==> config.mk <==
export PLATFORM = sky130hd
export DESIGN_NAME = seq_detector_param
export DESIGN_NICKNAME = d
export VERILOG_FILES = /design/src/rtl/seq_detector_param.sv
export SDC_FILE = /design/constraint.sdc
export NUM_CORES = 1
export LEC_CHECK = 0
export ABC_AREA = 0
export ABC_CLOCK_PERIOD_IN_PS = 2900
export BUFFER_PORTS_ARGS = -buffer_cell sky130_fd_sc_hd__buf_2
export CAP_MARGIN = 20
export CORE_ASPECT_RATIO = 1.2
export CORE_UTILIZATION = 56
export CTS_CLUSTER_DIAMETER = 150
export DETAILED_ROUTE_END_ITERATION = 10
export GPL_TIMING_DRIVEN = 0
export MAX_ROUTING_LAYER = met4
export PLACE_DENSITY = 0.88
export SKIP_CTS_REPAIR_TIMING = 1
export SLEW_MARGIN = 20
export SYNTH_ARGS = -nofsm -noshare
export SYNTH_HDL_FRONTEND = slang
export SYNTH_SLANG_ARGS = --single-unit
==> constraint.sdc <==
create_clock -name clk -period 2.9 [get_ports clk]
set_input_delay 0.29 -clock clk [delete_from_list [all_inputs] [get_ports clk]]
set_output_delay 0.29 -clock clk [all_outputs]
set_load 0.05 [all_outputs]
==> src/rtl/seq_detector_param.sv <==
// rtl/seq_detector_param.sv - parametrised serial pattern detector with loadable pattern
// Mealy match flag, registered copy and saturating match counter over an enabled bit stream.
module seq_detector_param #(
  parameter int              PAT_W   = 4,
  parameter logic [PAT_W-1:0] PATTERN = 4'b1010,
  parameter int              CNT_W   = 8
) (
  input  logic             clk,
  input  logic             rst,
  input  logic             en,
  input  logic             in,
  input  logic             overlap,
  input  logic             pat_load,
  input  logic [PAT_W-1:0] pat_in,
  input  logic             cnt_clr,
  output logic             out,
  output logic             out_q,
  output logic [CNT_W-1:0] match_cnt
);

  localparam int             FW       = $clog2(PAT_W);
  localparam logic [FW-1:0]  FILL_MAX = FW'(PAT_W - 1);
  localparam logic [CNT_W-1:0] CNT_MAX = '1;

  logic [PAT_W-1:0] pat_reg;
  logic [PAT_W-2:0] hist;
  logic [PAT_W-2:0] hist_shift;
  logic [FW-1:0]    fill;
  logic             match_now;

  // A 2-bit pattern keeps a single history bit, so there is nothing to shift along.
  generate
    if (PAT_W == 2) begin : g_shift_one
      assign hist_shift = in;
    end else begin : g_shift_many
      assign hist_shift = {hist[PAT_W-3:0], in};
    end
  endgenerate

  // fill gating stops an all-zero pattern from matching the cleared history.
  assign match_now = en & ~pat_load & (fill == FILL_MAX) & ({hist, in} == pat_reg);
  assign out       = match_now;

  always_ff @(posedge clk or negedge rst) begin
    if (!rst) begin
      pat_reg <= PATTERN;
      hist    <= '0;
      fill    <= '0;
    end else if (pat_load) begin
      pat_reg <= pat_in;
      hist    <= '0;
      fill    <= '0;
    end else if (en) begin
      if (match_now && !overlap) begin
        hist <= '0;
        fill <= '0;
      end else begin
        hist <= hist_shift;
        if (fill != FILL_MAX) begin
          fill <= fill + 1'b1;
        end
      end
    end
  end

  always_ff @(posedge clk or negedge rst) begin
    if (!rst) begin
      out_q <= 1'b0;
    end else begin
      out_q <= match_now;
    end
  end

  always_ff @(posedge clk or negedge rst) begin
    if (!rst) begin
      match_cnt <= '0;
    end else if (cnt_clr) begin
      match_cnt <= '0;
    end else if (match_now && (match_cnt != CNT_MAX)) begin
      match_cnt <= match_cnt + 1'b1;
    end
  end

endmodule
==> key figures <==
Status
  • Status: complete, no violations

Global routing
  • Antenna violations before repair: 0
  • First-pass GRT wire length: 2700 um
  • GR met3 Demand/Resource: 0.0419
  • Busiest grt layer: met2
  • Met1 Usage GRT: 0.257
  • M2 GR Usage: 0.365
  • Grt total ovfl: 0
  • GRT Total Usage: 0.219
  • Number of global-route vias before repair: 649
  • Largest net degree at the start of global routing: 19

Timing
  • Worst Tran Pin Value: around 420 ps
  • Endpoints failing setup: 0
  • RSZ-0062 raised after global routing: false
  • Period utilization: 0.808
  • Final Hold Vio Count: 0
  • Slew Viols, Final: 0
  • Fmax: roughly 430 MHz
  • Tmin final: about 2300 ps
  • Relative max-transition margin: 0.718
  • Fin Clk Skew: 7.38 ps
  • Fin Setup TNS: 0 ps

Power and ir drop
  • Sw Share: 0.234
  • Combinational Power Share: 0.113
  • Switching power: 0.000112 W
  • Reg power frac: 0.564
  • Clock network fraction of total power: 0.323
  • Internal: 0.000366 W
  • VDD IR max: 330 uV
  • PwrDens: between 400 and 500 mW/mm2
  • LEAKAGE: 0.527 nW

Flow run
  • Max-Cap Viols: 0

Min path
  • Hold Path Stages: 2
  • Type of the worst min-delay path: in -> reg

Synth
  • Synth Area per Inst: approximately 11 um2
  • Synth Register Bits: 18
  • Sequential share of the synthesized area: 0.466
  • Net count after synthesis: 100
  • Post-Syn Area: 972 um2
  • Synthesized instance count: 87
  • YS warnings: 0
  • Count of different cell masters after synthesis: 32

Setup path
  • CP startpoint kind: flop
  • Critical path type: reg -> out
  • Worst EP required: roughly 2600 ps
  • Maximum fanout along the worst path: 10
  • Data arrival, critical path: roughly 2000 ps
  • Crit path capture type: output pin
  • FF-to-FF path depth: 4

Clock tree
  • Clk slew on worst S/H paths: 100 ps
  • Maximum clock insertion buffer count: 2
  • Clock Latency Late Sink: ~300 ps
  • Clock buffer count from CTS: 3
  • CTS tree: built
  • Root buffer cell: clkbuf_4
  • CTS sink cnt: 18
  • Htree depth: 1

Route
  • Via density: 5.98
  • DRC viols: 0
  • Antenna viol nets, final: 0
  • WL/cell: 14.2 um
  • Vias: between 700 and 800
  • Iter 0 DRT Violations: 3
  • Drt first pass iters: 2
  • Drt total wl: ~1800 um

Placement
  • Port bufs: 18
  • GPL Wtd Cong: roughly 0.72
  • HPWL after DPL: between 1000 and 1500 um

Floorplanning
  • CORE AREA: 0.00162 mm2
  • Row cnt: 16
  • Initial Util: 0.600
  • Die area: 0.00191 mm2
  • Die Width: 40.0 um
  • I/O pin total: 21
  • Die H: 47.6 um

Final layout
  • Antenna cell count: 0
  • # fillers: between 100 and 150
  • Layout cell share with drive strength beyond 1: 0.327
  • Nets@finish: 124
  • Commonest non-fill, non-tap cells in the layout: 18 x buf_2, 16 x dfrtp_1, 6 x a21oi_1
  • Area Overhead vs Synth: 16.3%
  • Max FFs per register: 8
  • Most common cell after layout, fill and taps aside: buf_2
  • Layout Utilization: 0.698
==> power by group through the flow <==
stage               Sequential [W]  Clock (W)  Combinational (W)
floorplan                 0.000272          0          0.0000354
global placement          0.000273          0          0.0000511
detailed placement        0.000274          0          0.0000536
CTS                       0.000269   0.000159          0.0000536
global route              0.000270   0.000168          0.0000608
finish                    0.000269   0.000154          0.0000540
==> routing by layer <==
layer | routed length [um] | share of wire
met4 | 23 | 0.013
met1 | 819 | 0.45
met5 | 0 | 0
met3 | 61 | 0.033
met2 | 917 | 0.50
==> cell families after synthesis <==
| group | after synthesis | share of synthesized area |
|---|---|---|
| AND/OR/NAND/NOR | 30 | 0.208 |
| AO/OA/AOI/OAI | 21 | 0.149 |
| flip-flops | 18 | 0.466 |
| buffers and inverters | 6 | 0.0463 |
| multiplexers | 6 | 0.0682 |
| XOR/XNOR | 4 | 0.0360 |
| adder cells (fa/ha/maj) | 2 | 0.0257 |
==> path summary, 6_finish.rpt <==
kind | from | endpoint | slack [ps]
min in group asynchronous | rst | match_cnt[3] | 450
worst min register to register | pat_reg[0] | pat_reg[0] | 550
max in group asynchronous | rst | pat_reg[1] | 2120
worst max-delay path | pat_reg[3] | out | 560
worst min-delay path | pat_load | fill[0] | 180
worst max register to register | pat_reg[3] | hist[2] | 1020
==> stage by stage <==
stage	power [W]	cell area [um2]	instances	hold slack, ps	setup WS [ps]
finish	0.000477	1130	128	183	556
CTS	0.000482	1120	127	-87.5	575
global route	0.000499	1130	128	184	380
floorplan	0.000308	972	87	-5.59	781
detailed placement	0.000328	1080	123	242	921
global placement	0.000325	1080	123	232	935
==> synthesized netlist by cell type, drive strengths merged <==
master / count / area share
nand2b: 4 / 0.026
nand4: 1 / 0.0064
a41o: 1 / 0.010
or2: 1 / 0.0064
and3: 1 / 0.0064
a311oi: 2 / 0.018
and2: 2 / 0.013
and4: 3 / 0.027
a31oi: 2 / 0.013
dfstp: 2 / 0.054
nor2b: 3 / 0.019
dfrtp: 16 / 0.41
a32o: 3 / 0.031
o31ai: 3 / 0.023
a21oi: 6 / 0.031
nor2: 3 / 0.012
buf: 4 / 0.039
o21ai: 3 / 0.015
o211ai: 1 / 0.0077
or3: 3 / 0.021
inv: 2 / 0.0077
nor3: 1 / 0.0051
and2b: 1 / 0.0077
ha: 2 / 0.026
mux2i: 1 / 0.010
or4: 3 / 0.023
nand3b: 1 / 0.021
xnor2: 4 / 0.036
nand3: 3 / 0.015
mux2: 5 / 0.058
==> worst max-delay path, stage by stage, from the launching register on <==
cell and delay [ps]:
dfstp_2 550, xnor2_1 140, nand4_1 250, buf_4 260
nor2_1 240, buf_2 320
==> area by class of cell <==
type | instances | area [um2] | share of cell area
timing repair buffer | 19 | 100 | 0.0885
tap | 18 | 22.5 | 0.0199
inverter | 2 | 7.51 | 0.00664
multi-input combinational | 63 | 474 | 0.419
sequential | 18 | 453 | 0.400
clock buffer | 4 | 36.3 | 0.0321
buffer | 4 | 37.5 | 0.0332
(Power assumes the default switching activity.)
